`src/rtl/mmd_pkg.sv`:
```
// Shared types and default constants for the MMD divide controller and its
// HK-MASH modulator interface.
package mmd_pkg;

  localparam int MMD_Y_WIDTH = 4;
  localparam int MMD_N_WIDTH = 8;
  localparam int MMD_MIN_DIV = 4;

  typedef enum logic [0:0] {
    ST_IDLE = 1'b0,
    ST_RUN  = 1'b1
  } mmd_state_e;

endpackage

```
`src/rtl/mmd_div_sat.sv`:
```
// Adds the sign-extended modulator sample to the integer divide value and
// clamps the result to [MIN_DIV, 2^N_WIDTH-1], flagging any clamp.
module mmd_div_sat
  import mmd_pkg::*;
#(
  parameter int N_WIDTH = MMD_N_WIDTH,
  parameter int MIN_DIV = MMD_MIN_DIV
) (
  input  logic [N_WIDTH-1:0]     n_int_i,
  input  logic [MMD_Y_WIDTH-1:0] y_i,
  output logic [N_WIDTH-1:0]     n_o,
  output logic                   sat_o
);

  localparam int SW = N_WIDTH + 2;
  localparam logic signed [SW-1:0] MIN_S = SW'(MIN_DIV);
  localparam logic signed [SW-1:0] MAX_S = $signed({2'b00, {N_WIDTH{1'b1}}});

  logic signed [SW-1:0] sum_s;

  // Two guard bits keep both the negative and the overflow cases representable
  assign sum_s = $signed({2'b00, n_int_i})
               + $signed({{(SW-MMD_Y_WIDTH){y_i[MMD_Y_WIDTH-1]}}, y_i});

  always_comb begin
    n_o   = N_WIDTH'(MIN_DIV);
    sat_o = 1'b0;
    if (sum_s < MIN_S) begin
      n_o   = N_WIDTH'(MIN_DIV);
      sat_o = 1'b1;
    end else if (sum_s > MAX_S) begin
      n_o   = {N_WIDTH{1'b1}};
      sat_o = 1'b1;
    end else begin
      n_o   = sum_s[N_WIDTH-1:0];
      sat_o = 1'b0;
    end
  end

endmodule

```
`src/rtl/mmd_div_ctrl.sv`:
```
// Fractional-N divide controller fed by the HK-MASH modulator.
// Define MMD_DIV_CTRL_DUTY_EN to build the near-50% duty divided clock.
module mmd_div_ctrl
  import mmd_pkg::*;
#(
  parameter int N_WIDTH = MMD_N_WIDTH,
  parameter int MIN_DIV = MMD_MIN_DIV
) (
  input  logic                   clk,
  input  logic                   rst_n,
  input  logic                   en_i,
  input  logic [N_WIDTH-1:0]     n_int_i,
  input  logic [MMD_Y_WIDTH-1:0] y_i,
  output logic                   y_req_o,
  output logic                   div_o,
  output logic                   div_clk_o,
  output logic                   sat_o
);

  localparam logic [N_WIDTH-1:0] CNT_ONE = N_WIDTH'(1);

  mmd_state_e         state_q;
  logic [N_WIDTH-1:0] cnt_q;
  logic               div_q;
  logic               y_req_q;
  logic               sat_q;
  logic [N_WIDTH-1:0] n_s;
  logic               sat_s;
  logic               load_s;

  mmd_div_sat #(
    .N_WIDTH (N_WIDTH),
    .MIN_DIV (MIN_DIV)
  ) u_sat (
    .n_int_i (n_int_i),
    .y_i     (y_i),
    .n_o     (n_s),
    .sat_o   (sat_s)
  );

  assign load_s = (state_q == ST_RUN) && (cnt_q == '0) && en_i;

  // Period FSM: count down, reload with the clamped divide value at zero
  always_ff @(posedge clk or negedge rst_n) begin
    if (!rst_n) begin
      state_q <= ST_IDLE;
      cnt_q   <= '0;
      div_q   <= 1'b0;
      y_req_q <= 1'b0;
      sat_q   <= 1'b0;
    end else begin
      div_q   <= 1'b0;
      y_req_q <= 1'b0;
      case (state_q)
        ST_IDLE: begin
          if (en_i) begin
            state_q <= ST_RUN;
            cnt_q   <= '0;
            sat_q   <= 1'b0;
          end else begin
            state_q <= ST_IDLE;
          end
        end
        ST_RUN: begin
          if (cnt_q != '0) begin
            cnt_q <= cnt_q - CNT_ONE;
          end else if (en_i) begin
            cnt_q   <= n_s - CNT_ONE;
            div_q   <= 1'b1;
            y_req_q <= 1'b1;
            sat_q   <= sat_q | sat_s;
          end else begin
            state_q <= ST_IDLE;
          end
        end
        default: begin
          state_q <= ST_IDLE;
          cnt_q   <= '0;
        end
      endcase
    end
  end

  assign div_o   = div_q;
  assign y_req_o = y_req_q;
  assign sat_o   = sat_q;

`ifdef MMD_DIV_CTRL_DUTY_EN
  logic [N_WIDTH-1:0] n_cur_q;
  logic [N_WIDTH-1:0] n_half_s;
  logic               div_clk_q;

  assign n_half_s = n_cur_q >> 1;

  // High while the remaining count is at least floor(N/2): ceil(N/2) cycles
  always_ff @(posedge clk or negedge rst_n) begin
    if (!rst_n) begin
      n_cur_q   <= '0;
      div_clk_q <= 1'b0;
    end else if (load_s) begin
      n_cur_q   <= n_s;
      div_clk_q <= 1'b1;
    end else if ((state_q == ST_RUN) && (cnt_q != '0)) begin
      div_clk_q <= (cnt_q > n_half_s);
    end else begin
      div_clk_q <= 1'b0;
    end
  end

  assign div_clk_o = div_clk_q;
`else
  assign div_clk_o = 1'b0;
`endif

endmodule

```
`config.mk`:
```
export PLATFORM = sky130hd
export DESIGN_NAME = mmd_div_ctrl
export DESIGN_NICKNAME = d
export VERILOG_FILES = /design/src/rtl/mmd_pkg.sv /design/src/rtl/mmd_div_sat.sv /design/src/rtl/mmd_div_ctrl.sv
export SDC_FILE = /design/constraint.sdc
export NUM_CORES = 1
export LEC_CHECK = 0
export CORE_MARGIN = 5
export CORE_UTILIZATION = 40
export DETAILED_ROUTE_END_ITERATION = 7
export PLACE_DENSITY = 0.67
export SLEW_MARGIN = 20
export SYNTH_ARGS = -nofsm -noshare
export SYNTH_HDL_FRONTEND = slang
export SYNTH_SLANG_ARGS = --single-unit
```
`constraint.sdc`:
```
create_clock -name clk -period 4.3 [get_ports clk]
set_clock_uncertainty 0.05 [all_clocks]
set_input_delay 1.29 -clock clk [delete_from_list [all_inputs] [get_ports clk]]
set_output_delay 1.29 -clock clk [all_outputs]
set_load 0.02 [all_outputs]
```
### After elaboration in Yosys (flattened, before gate mapping)

Index checks and enable logic that the tools add are counted.

| storage, ports and cells | value |
|---|---|
| register bits after elaboration | 11 |

| operators by class | value |
|---|---|
| add/subtract/negate cells | 3 |
| order comparisons | 2 |
| equal/unequal tests | 4 |
| multiplexer cells | 17 |
| bitwise operators | 2 |
| reduce and logical (&&, ||, !) cells | 3 |

Operators with widths:

| cell | count |
|---|---|
| 8-bit two-way mux | 5 |
| 8-bit one-hot mux with 2 select lines | 1 |
| 8-bit by 1-bit subtractor with 8-bit output, second input constant | 2 |
| 9-bit by 4-bit adder with 10-bit output | 1 |
| 10-bit by 9-bit > comparator with 1-bit output, second input constant | 1 |
| 10-bit by 4-bit less-than comparator with 1-bit output, second input constant | 1 |
| 1-bit two-way mux | 9 |
| 8-bit nonzero test | 1 |
| 2-bit inequality test, second input constant | 3 |
| 1-bit one-hot mux with 2 select lines | 2 |
| 3-bit by 2-bit inequality test with 1-bit output, second input constant | 1 |
| 3-bit AND reduction | 1 |
| 2-bit AND reduction | 1 |
| 1-bit NOT | 1 |
| 1-bit OR | 1 |

### Longest topological paths before layout

| depth | value |
|---|---|
| depth in word-level cells | 8 |
| depth in mapped cells | 14 |

### Cells and area by module

A second synthesis with hierarchy kept.

| unflattened totals | value |
|---|---|
| cells, all modules | 160 |
| area, all modules | 1277.5 sq um |

By module, submodules not included:

| module | instances | cells each | area each (sq um) |
|---|---|---|---|
| mmd_div_ctrl | 1 | 93 | 744.5 |
| mmd_div_sat | 1 | 67 | 533.0 |

### Worst setup path after synthesis

No wires, ideal clock.

| timing path | value |
|---|---|
| path type | input port to flip-flop |
| start | input n_int_i[0] |
| end | register cnt_q[4] |
| setup time | 122 ps |
| arrival time | 4446 ps |
| required time | 4128 ps |
| slack | -318 ps |
| stages on the path | 13 |
| path through | ha_1 -> fa_1 -> a211o_1 -> and4_1 -> a2111oi_2 -> and2_1 -> nor2_1 -> a211oi_1 -> ha_1 -> nor2b_1 -> o21ai_0 -> or3_1 -> a32o_1 |

| between the ends | value |
|---|---|
| longest elaborated chain between the ends | 8 |
| elaborated cells between the ends (all ways) | 9 |
| classes of those cells | add/sub: 2; order compare: 2; mux: 5 |

Ends and longest elaborated chain:

| what | line | text |
|---|---|---|
| start, declared | mmd_div_ctrl.sv:12 | `input logic [N_WIDTH-1:0] n_int_i,` |
| 9-bit by 4-bit adder with 10-bit output * | mmd_div_sat.sv:23 | `+ $signed({{(SW-MMD_Y_WIDTH){y_i[MMD_Y_WIDTH-1]}}, y_i});` |
| 10-bit by 9-bit > comparator with 1-bit output | mmd_div_sat.sv:31 | `end else if (sum_s > MAX_S) begin` |
| 8-bit two-way mux | mmd_div_sat.sv:31 |  |
| 8-bit two-way mux * | mmd_div_sat.sv:28 | `if (sum_s < MIN_S) begin` |
| 8-bit by 1-bit subtractor with 8-bit output * | mmd_div_ctrl.sv:68 | `cnt_q <= n_s - CNT_ONE;` |
| 8-bit two-way mux * | mmd_div_ctrl.sv:67 | `end else if (en_i) begin` |
| 8-bit two-way mux * | mmd_div_ctrl.sv:65 | `if (cnt_q != '0) begin` |
| 8-bit one-hot mux with 2 select lines * | mmd_div_ctrl.sv:54 | `case (state_q)` |
| end signal, assigned | mmd_div_ctrl.sv:66 | `cnt_q <= cnt_q - CNT_ONE;` |
| end signal, assigned | mmd_div_ctrl.sv:68 |  |
| end, declared | mmd_div_ctrl.sv:23 | `logic [N_WIDTH-1:0] cnt_q;` |

Mark *: on every way between the ends. The rest lies on a longest branch, timed or not. The select of a mux whose other input is x is not followed.
A chain may end at the register's enable or synchronous reset.

### Worst setup path after layout

Same ends and word-level chain as after synthesis.

==> reports/qor.txt <==
Die Span Y -> 67.45 µm
Area growth from synthesis to layout -> 60.76%
Yosys Warn Count -> 0
Syn Area/Cell -> 8.408 µm²
CP startpoint kind -> input port
Asr flop ratio synth -> 1.000
Synth Cell Area -> 0.001320 mm²
IO Pins -> 19
DR iter-0 viols -> 131
Clock Latency Late Sink -> 270 ps
# hold bufs at CTS -> 0
Die Wd -> 67.45 µm
Synth Area in Simple Gates -> 0.1848
Post-layout min period -> 4290 ps
Final std cells w/o fill -> 266
Leakage -> 0.0009145 µW
Core ar. -> 0.003103 mm²
Max-slew headroom -> 0.4900
CTS buffer count -> 3
Via count -> 1608
Met2 wire len -> 2497 µm
Crit Path Class -> in -> reg
Buffers on Ports -> 17
XOR/XNOR Fraction of Synth Area -> 0.03981
First-pass GRT wire length -> 6996 µm
DRC -> 0
Setup ws final -> 9.567 ps
Max-slew violation count -> 0
DP HPWL -> 3305 µm
Mux cell area share after synthesis -> 0.03128
Initial Util -> 0.4254
Commonest non-fill, non-tap cell in the layout -> buf_4
Top sig layer -> met4
Count of state elements after synthesis -> 11
H-tree depth -> 1
Fin. Hold Viols -> 0
Layout cells sized above 1 -> 0.3874
Hold Slack -> 476.6 ps
Vias per std cell -> 6.045
Hold crit path type -> reg -> reg
Initial antenna violation count -> 0
Number of synthesized flops with an enable pin -> 0
Setup TNS -> 0 ps
Final wirelength -> 4740 µm
Final Setup Violations -> 0
# rows -> 20
Slew @ Worst Pin -> 758.1 ps
Max-Cap Viols -> 0
Filler instances -> 257
Longest Clk Path Bufs -> 2
RePlAce Congestion -> 0.8867
# diodes -> 0
Clock transition at path regs -> 70 ps
Top FF cell, synth -> dfrtp_1
CP endpoint kind -> flop
Most frequent cells in the layout -> buf_4, nor2_1, dfrtp_1, inv_1, o21ai_0
Gate Count Post-Synth -> 157
Dpl ws -> -646.7 ps
Peak VDD IR -> 0.1098 mV
Main combinational cell family by area after synthesis -> compound AO/OA/AOI/OAI gates
CTS tree -> yes
Vias in the first global route -> 1640
Root Buffer -> clkbuf_4
Achievable Freq -> 233.1 MHz
CP required -> 4410 ps
Synth Area in Compound Gates -> 0.3725
CP Max Fanout -> 3
Clock sinks -> 11
Largest net degree at the start of global routing -> 12
CP arrival -> 4400 ps
Status -> finished, final reports clean
Area share of fa/ha/maj cells after synthesis -> 0.1100
GRT Total Usage -> 0.2003
WL met3 -> 208 µm
Drt pass-1 iters -> 5
Total power -> 760.1 µW
Die area -> 0.004549 mm²
Placed instance count -> 255
Syn_nets -> 183
Wire length on met1 -> 1773 µm
Tcrit/Tclk final -> 0.9978
Post-route ant nets -> 0
GRT overflow -> 0
PwrDens -> 358.2 mW/mm²
Final net count -> 249
Wire per inst -> 17.82 µm
Seq/Total Area, Yosys -> 0.2085
Unique masters post-synth -> 52
-- worst max-delay path: stages --
cell and delay (ps):
clkbuf_2 120, ha_4 180, fa_2 390, a211o_1 380, and4_4 210, a2111oi_4 210, and2_4 220, nor2_4 50
a211oi_4 250, ha_2 240, nor2b_4 150, o21ai_2 70, or3_1 380, a32o_1 260
-- report_power, final --
part | total (µW) | switching [µW] | leakage [µW] | internal (µW)
clock network | 71.4 | 35.5 | 0.0000150 | 35.9
registers | 200 | 50.7 | 0.000132 | 149
logic | 489 | 227 | 0.000768 | 262
total | 760 | 313 | 0.000914 | 447
-- state kept, by name (all words and copies together) (netlist names) --
signal	cells
y_req_o	1
sat_o	1
state_q	1
cnt_q	8
-- cells in the mapped netlist (4+ instances only) --
| cell type | instances | area (µm²) |
|---|---|---|
| a211o_1 | 5 | 43.79 |
| a211oi_1 | 8 | 60.06 |
| dfrtp_1 | 11 | 275.3 |
| ha_1 | 10 | 125.1 |
| inv_1 | 8 | 30.03 |
| nand2_1 | 7 | 26.28 |
| nor2_1 | 15 | 56.30 |
| nor3_1 | 6 | 30.03 |
| o21a_1 | 5 | 37.54 |
| o21ai_0 | 10 | 50.05 |
| o21bai_1 | 4 | 30.03 |
| or3_1 | 4 | 25.02 |
| xnor2_1 | 4 | 35.03 |
-- layer usage --
layer | up-vias | GRT usage
li1 | 735 | -
met1 | 771 | 0.2090
met2 | 73 | 0.3816
met3 | 29 | 0.02163
met4 | 0 | 0.1165
met5 | - | 0
-- final timing paths --
check	to	cells after the start	slack (ps)	from
setup / recovery	cnt_q[4]	14	10	n_int_i[0]
hold / removal	cnt_q[5]	1	480	cnt_q[5]
setup reg to reg	cnt_q[2]	11	1070	cnt_q[1]
hold reg to reg	cnt_q[5]	1	480	cnt_q[5]
max in group asynchronous	state_q	1	2550	rst_n
min in group asynchronous	cnt_q[0]	1	1310	rst_n
-- per-stage QoR --
step | cell area, µm² | util
finish | 2122 | 0.6839
global route | 2122 | 0.6839
CTS | 1912 | 0.6161
detailed placement | 1849 | 0.5960
global placement | 1849 | 0.5960
floorplan | 1345 | -
-- kinds of logic (layout without fill, tap and decap cells) --
logic type	Yosys count	count (layout)
buffers and inverters	13	78
other	1	1
and+or+nand+nor	48	48
muxes	4	4
adders and majority gates	11	11
DFF	11	11
xor gates and xnor gates	6	6
AOI/OAI and AO/OA	63	63
-- area by class of cell --
class,count,area [µm²],area share
clock buffer,4,26.28,0.01238
inverter,8,30.03,0.01415
multi-input combinational,133,1199,0.5649
timing repair buffer,66,536.8,0.2529
tap,44,55.05,0.02594
sequential,11,275.3,0.1297
-- what timing repair did --
item / 4_1_cts / 5_1_grt
setup buffers: 2 / 5
resized for setup: 14 / 37
endpoints found under the setup margin: 5 / 4
cloned: 0 / 0
pin swaps: 11 / 23
Power figures use the tool's default switching activity.
==> RTL change 1 (same flow settings) <==
`MMD_N_WIDTH`: 8 -> 12.
--- a/src/rtl/mmd_pkg.sv
+++ b/src/rtl/mmd_pkg.sv
@@ -3,7 +3,7 @@
 package mmd_pkg;
 
   localparam int MMD_Y_WIDTH = 4;
-  localparam int MMD_N_WIDTH = 8;
+  localparam int MMD_N_WIDTH = 12;
   localparam int MMD_MIN_DIV = 4;
 
   typedef enum logic [0:0] {
Interface: changed (resized n_int_i); port bits go from 19 to 23. No check against the original RTL was run, so the function may have changed too.
==> RTL change 1 against the original RTL <==
Sequential cell count up 4. Sequential power up 20%. Critical endpoint is now cnt_q[6]$_DFFE_PN0P_. Maximum frequency down 5.5%. Critical path type unchanged. Synthesized cell count up 54%. Worst hold slack better by 0.022 ns. Final area up 53%. Area after synthesis up 49%. Power up 29%. Routed wire length up 35%. First-iteration DRC count up 59%. The flow now finishes with violations (negative setup slack). Setup slack worse by 0.25 ns. Largest power group unchanged. Die area up 41%.
==> RTL change 1: results (changes against the original RTL) <==
| Metric | Value |
|---|---|
| Outcome | `finished with violations (was completed)` |
| Violations in the final reports | `negative setup slack` |
| DP Area | `2820 um2 (was 1850 um2)` |
| Global-route usage over all layers | `20.9% (was 20.0%)` |
| Adder-cell share of the synthesized area | `9.96% (was 11.0%)` |
| Dominant delay contributor by cell family on the critical path | `simple AND/OR/NAND/NOR gates (was compound AO/OA/AOI/OAI gates)` |
| Final setup margin | `-0.239 ns (was 0.00957 ns)` |
| Worst reg2reg path depth | `12 (was 11)` |
| Final weighted congestion in routability-driven placement | `0.885 (was 0.887)` |
| Wire length per cell after detailed routing | `15.3 um (was 17.8 um)` |
| Multiplexer share of the synthesized area | `1.79% (was 3.13%)` |
| Setup violation total in the final timing report | `5 (was 0)` |
| HP Start | `cnt_q[8]$_DFFE_PN0P_ (was cnt_q[5]$_DFFE_PN0P_)` |
| WHS Path Cells | `2 (was 1)` |
| Post-synthesis share of cell area spent on xor and xnor gates | `6.70% (was 3.98%)` |
| Hold WS | `0.499 ns (was 0.477 ns)` |
| Mean cell area of the mapped netlist | `8.10 um2 (was 8.41 um2)` |
| Number of buffers added on ports | `21 (was 17)` |
| Setup TNS after final layout | `-0.829 ns (was 0 ns)` |
| End of the worst register-to-register path | `cnt_q[3]$_DFFE_PN0P_ (was cnt_q[2]$_DFFE_PN0P_)` |
| Layout cells sized above 1 | `43.9% (was 38.7%)` |
| Transition at the pin with the smallest max-transition slack | `0.687 ns (was 0.758 ns)` |
| Mapped Nets | `276 (was 183)` |
| Ratio of routed vias to standard cells | `5.48 (was 6.05)` |
| Master cell of the clock root buffer | `sky130_fd_sc_hd__clkbuf_8 (was sky130_fd_sc_hd__clkbuf_4)` |
RTL change 1: cell count changes after synthesis, sizes merged, moves of 4 or more:
| cell | unedited run | this run |
|---|---|---|
| xor2 | 2 | 6 |
| dfrtp | 11 | 15 |
| a21oi | 5 | 15 |
| nand2b | 2 | 6 |
| ha | 10 | 14 |
| xnor2 | 4 | 9 |
| nand3 | 2 | 7 |
| and3 | 0 | 4 |
| a211o | 5 | 1 |
| o21bai | 4 | 0 |
| a21o | 0 | 8 |
| nand2 | 7 | 21 |
RTL change 1: what timing repair did:
action | 4_1_cts | 5_1_grt
endpoints found under the setup margin | 12 | 9
pin swaps | 28 | 19
gates resized for setup | 55 | 18
endpoints found under the hold margin | 0 | 0
buffers inserted | 17 | 6
hold buffers | 0 | 0
RTL change 1: per-stage QoR:
stage,util (%),setup slack (ns)
after global placement,59.2,-0.869
after global routing,68.3,-0.487
final,68.3,-0.239
after CTS,65.9,-0.196
after detailed placement,59.2,-0.963
after floorplan,-,-0.270
RTL change 1: worst max-delay path by stage:
stage	start	end	slack [ns]
finish	n_int_i[0]	cnt_q[6]$_DFFE_PN0P_	-0.24
CTS	y_i[0]	cnt_q[6]$_DFFE_PN0P_	-0.20
detailed placement	y_i[3]	cnt_q[6]$_DFFE_PN0P_	-0.96
global route	n_int_i[0]	cnt_q[6]$_DFFE_PN0P_	-0.49
floorplan	n_int_i[0]	cnt_q[6]$_DFFE_PN0P_	-0.27
global placement	y_i[3]	cnt_q[6]$_DFFE_PN0P_	-0.87
RTL change 1: final cells by class:
cell class / instances / area (um2)
multi-input cells: 208 / 1810
fillers: 401 / 1510
repair buffers: 113 / 888
flip-flops and latches: 15 / 375
well taps: 67 / 83.8
clock buffers: 3 / 41.3
inverters: 11 / 41.3
clock inverters: 1 / 5.00
RTL change 1: layer usage:
| metal | part of all wire [%] | GRT usage (%) |
|---|---|---|
| met5 | 0 | 0 |
| met3 | 5.1 | 2.60 |
| met2 | 48 | 34.4 |
| met4 | 1.0 | 4.22 |
| met1 | 45 | 29.3 |
RTL change 1: logic make-up (layout without fill, tap and decap cells):
| family | Yosys count | count (layout) |
|---|---|---|
| flip-flops | 15 | 15 |
| adder cells (fa/ha/maj) | 15 | 15 |
| AND/OR/NAND/NOR | 90 | 90 |
| other | 1 | 1 |
| XOR/XNOR | 15 | 15 |
| buffers and inverters | 19 | 128 |
| AO/OA/AOI/OAI | 84 | 84 |
| multiplexers | 3 | 3 |
RTL change 1: power by group through the flow:
stage	Combinational, mW	Clock [mW]	Sequential, mW
6_report	0.626	0.116	0.241
5_1_grt	0.680	0.128	0.249
4_1_cts	0.576	0.118	0.237
3_5_place_dp	0.520	0	0.240
3_3_place_gp	0.513	0	0.237
2_1_floorplan	0.303	0	0.227
==> RTL change 2 (same settings) <==
Without the edit above. Add an input register stage for `en_i`, `n_int_i` and `y_i`; this delays them by one clock.
--- a/src/rtl/mmd_div_ctrl.sv
+++ b/src/rtl/mmd_div_ctrl.sv
@@ -19,6 +19,16 @@
 
   localparam logic [N_WIDTH-1:0] CNT_ONE = N_WIDTH'(1);
 
+  logic en_q;
+  logic [N_WIDTH-1:0] n_int_q;
+  logic [MMD_Y_WIDTH-1:0] y_q;
+
+  always_ff @(posedge clk) begin
+    en_q    <= en_i;
+    n_int_q <= n_int_i;
+    y_q     <= y_i;
+  end
+
   mmd_state_e         state_q;
   logic [N_WIDTH-1:0] cnt_q;
   logic               div_q;
@@ -32,13 +42,13 @@
     .N_WIDTH (N_WIDTH),
     .MIN_DIV (MIN_DIV)
   ) u_sat (
-    .n_int_i (n_int_i),
-    .y_i     (y_i),
+    .n_int_i (n_int_q),
+    .y_i     (y_q),
     .n_o     (n_s),
     .sat_o   (sat_s)
   );
 
-  assign load_s = (state_q == ST_RUN) && (cnt_q == '0) && en_i;
+  assign load_s = (state_q == ST_RUN) && (cnt_q == '0) && en_q;
 
   // Period FSM: count down, reload with the clamped divide value at zero
   always_ff @(posedge clk or negedge rst_n) begin
@@ -53,7 +63,7 @@
       y_req_q <= 1'b0;
       case (state_q)
         ST_IDLE: begin
-          if (en_i) begin
+          if (en_q) begin
             state_q <= ST_RUN;
             cnt_q   <= '0;
             sat_q   <= 1'b0;
@@ -64,7 +74,7 @@
         ST_RUN: begin
           if (cnt_q != '0) begin
             cnt_q <= cnt_q - CNT_ONE;
-          end else if (en_i) begin
+          end else if (en_q) begin
             cnt_q   <= n_s - CNT_ONE;
             div_q   <= 1'b1;
             y_req_q <= 1'b1;
Function: changed (a bounded check fails within 4 cycles, from zero or initial values and one cycle with rst_n low).
==> RTL change 2 against the original RTL <==
Setup slack improved by 0.39 ns. First-iteration DRC count increased by 76%. Sequential cell count increased by 13. Final area decreased by 5.8%. Power increased by 14%. Global-route usage decreased by 6.2 points. Critical path depth decreased by 1. Count of clock-buffer cells in the layout decreased by 1. Routed wire length decreased by 17%. Area after synthesis increased by 32%.
==> RTL change 2: results (changes against the original RTL) <==
| Metric | Value |
|---|---|
| Detailed-routing iteration count for the pre-antenna-repair pass | `4 (was 5)` |
| Pin count of the biggest net entering global routing | `15 (was 12)` |
| Switching share of power | `35.8% (was 41.2%)` |
| Number of instances resized during post-cts repair | `0 (was 14)` |
| Mapped Nets | `213 (was 183)` |
| Layout cells sized above 1 | `12.9% (was 38.7%)` |
| Share of synthesized area occupied by flip-flops and latches | `30.7% (was 20.9%)` |
| Worst hold path type | `reg -> reg (unchanged)` |
| Maximum single-stage delay on the critical path | `0.45 ns (was 0.39 ns)` |
| Final nets | `229 (was 249)` |
| Number of setup buffers added after CTS | `0 (was 2)` |
| Worst IR Drop VDD | `0.168 mV (was 0.110 mV)` |
| Master cell of the clock root buffer | `sky130_fd_sc_hd__clkbuf_8 (was sky130_fd_sc_hd__clkbuf_4)` |
| Global-route usage over all layers | `13.8% (was 20.0%)` |
| Detailed placer's ending HPWL | `3.00 mm (was 3.30 mm)` |
| Initial DRC count | `230 (was 131)` |
| Transition at the pin with the smallest max-transition slack | `0.705 ns (was 0.758 ns)` |
| Ratio of routed vias to standard cells | `6.07 (was 6.05)` |
| Wire length of the first global-routing pass | `6.84 mm (was 7.00 mm)` |
| Standby leakage power | `0.769 nW (was 0.914 nW)` |
| Diode count | `0 (unchanged)` |
| Synth top cells by count | `16 x sky130_fd_sc_hd__nand2_1, 13 x sky130_fd_sc_hd__dfxtp_1, 11 x sky130_fd_sc_hd__dfrtp_1 (was 15 x sky130_fd_sc_hd__nor2_1, 11 x sky130_fd_sc_hd__dfrtp_1, 10 x sky130_fd_sc_hd__ha_1, 10 x sky130_fd_sc_hd__o21ai_0)` |
| DP Area | `1930 um2 (was 1850 um2)` |
| FFs w/ async S/R, synth | `45.8% (was 100%)` |
| Layout fillers | `407 (was 257)` |
| Number of different library cells in the post-synthesis netlist | `61 (was 52)` |
| Outcome | `completed (unchanged)` |
| Final weighted congestion in routability-driven placement | `0.873 (was 0.887)` |
| Clock insertion delay at the later pin of the skew report | `0.27 ns (about the same)` |
| Largest driver fanout on the critical path | `6 (was 3)` |
| Post-CTS clock slew at the launch and capture registers of the worst setup and hold paths | `0.09 ns (was 0.07 ns)` |
| Largest registers | `cnt_q x8, n_int_q x8, y_q x4` |
| Primary FF master, synth | `sky130_fd_sc_hd__dfxtp_1 (was sky130_fd_sc_hd__dfrtp_1)` |
| Achievable clock frequency | `0.256 GHz (was 0.233 GHz)` |
| Max stage delay cell, worst path | `sky130_fd_sc_hd__a211oi_2 (was sky130_fd_sc_hd__fa_2)` |
| Crit path DAT | `4.02 ns (was 4.40 ns)` |
| Via count of the first global-routing pass | `1463 (was 1640)` |
==> RTL change 2: cell count changes in the layout (fill, tap and decap cells not counted), sizes merged, moves of 5 or more <==
cell           change
a21oi              +5
buf               -50
clkdlybuf4s50     +10
dfxtp             +13
nand2              +9
nor2               -6
==> RTL change 2: logic make-up (layout without fill, tap and decap cells) <==
| group | Yosys count | after routing | synth area share [%] |
|---|---|---|---|
| adders and majority gates | 11 | 11 | 8.32 |
| DFF | 24 | 24 | 30.7 |
| and+or+nand+nor | 61 | 61 | 19.2 |
| xor gates and xnor gates | 5 | 5 | 2.51 |
| buffers and inverters | 11 | 26 | 4.09 |
| AOI/OAI and AO/OA | 70 | 70 | 32.5 |
| other | 1 | 1 | 0.215 |
| muxes | 4 | 4 | 2.44 |
==> RTL change 2: area by class of cell <==
type | instances | share of cell area (%)
clock inverters | 1 | 1.50
well taps | 52 | 3.26
repair buffers | 17 | 8.52
clock buffers | 3 | 2.07
inverters | 5 | 0.939
multi-input cells | 152 | 56.9
flip-flops and latches | 24 | 26.8
==> RTL change 2: path summary, 6_finish.rpt <==
check                      depth (start not counted)              endpoint  slack (ns)                  from
max reg2reg                                       13  cnt_q[6]$_DFFE_PN0P_        0.40    n_int_q[0]$_DFF_P_
min reg2reg                                        1  cnt_q[7]$_DFFE_PN0P_        0.45  cnt_q[7]$_DFFE_PN0P_
min                                                1  cnt_q[7]$_DFFE_PN0P_        0.45  cnt_q[7]$_DFFE_PN0P_
max                                               13  cnt_q[6]$_DFFE_PN0P_        0.40    n_int_q[0]$_DFF_P_
min in group asynchronous                          1     y_req_o$_DFF_PN0_        1.29                 rst_n
max in group asynchronous                          1     state_q$_DFF_PN0_        2.58                 rst_n
==> RTL change 2: routing by layer <==
metal | GRT usage, % | vias to the layer above | share of wire (%)
met3 | 1.18 | 8 | 4.9
met1 | 19.8 | 711 | 48
met4 | 5.16 | 0 | 1.9
met5 | 0 | - | 0
met2 | 21.5 | 63 | 45
li1 | - | 759 | -
==> RTL change 2: metrics by stage <==
| step | hold WS, ns | instances | util, % | worst slack, ns |
|---|---|---|---|---|
| after floorplan | 0.411 | 187 | - | 0.799 |
| after CTS | 0.451 | 254 | 46.5 | 0.420 |
| after detailed placement | 0.432 | 250 | 44.9 | 0.488 |
| after global routing | 0.481 | 254 | 46.5 | 0.0461 |
| after global placement | 0.441 | 250 | 44.9 | 0.565 |
| final | 0.449 | 254 | 46.5 | 0.397 |
==> RTL change 2: power by group through the flow <==
stage          logic (mW)  registers (mW)  clock network [mW]
5_1_grt             0.391           0.326               0.216
4_1_cts             0.344           0.320               0.208
6_report            0.346           0.321               0.203
2_1_floorplan       0.266           0.318                   0
3_5_place_dp        0.342           0.325                   0
3_3_place_gp        0.342           0.327                   0
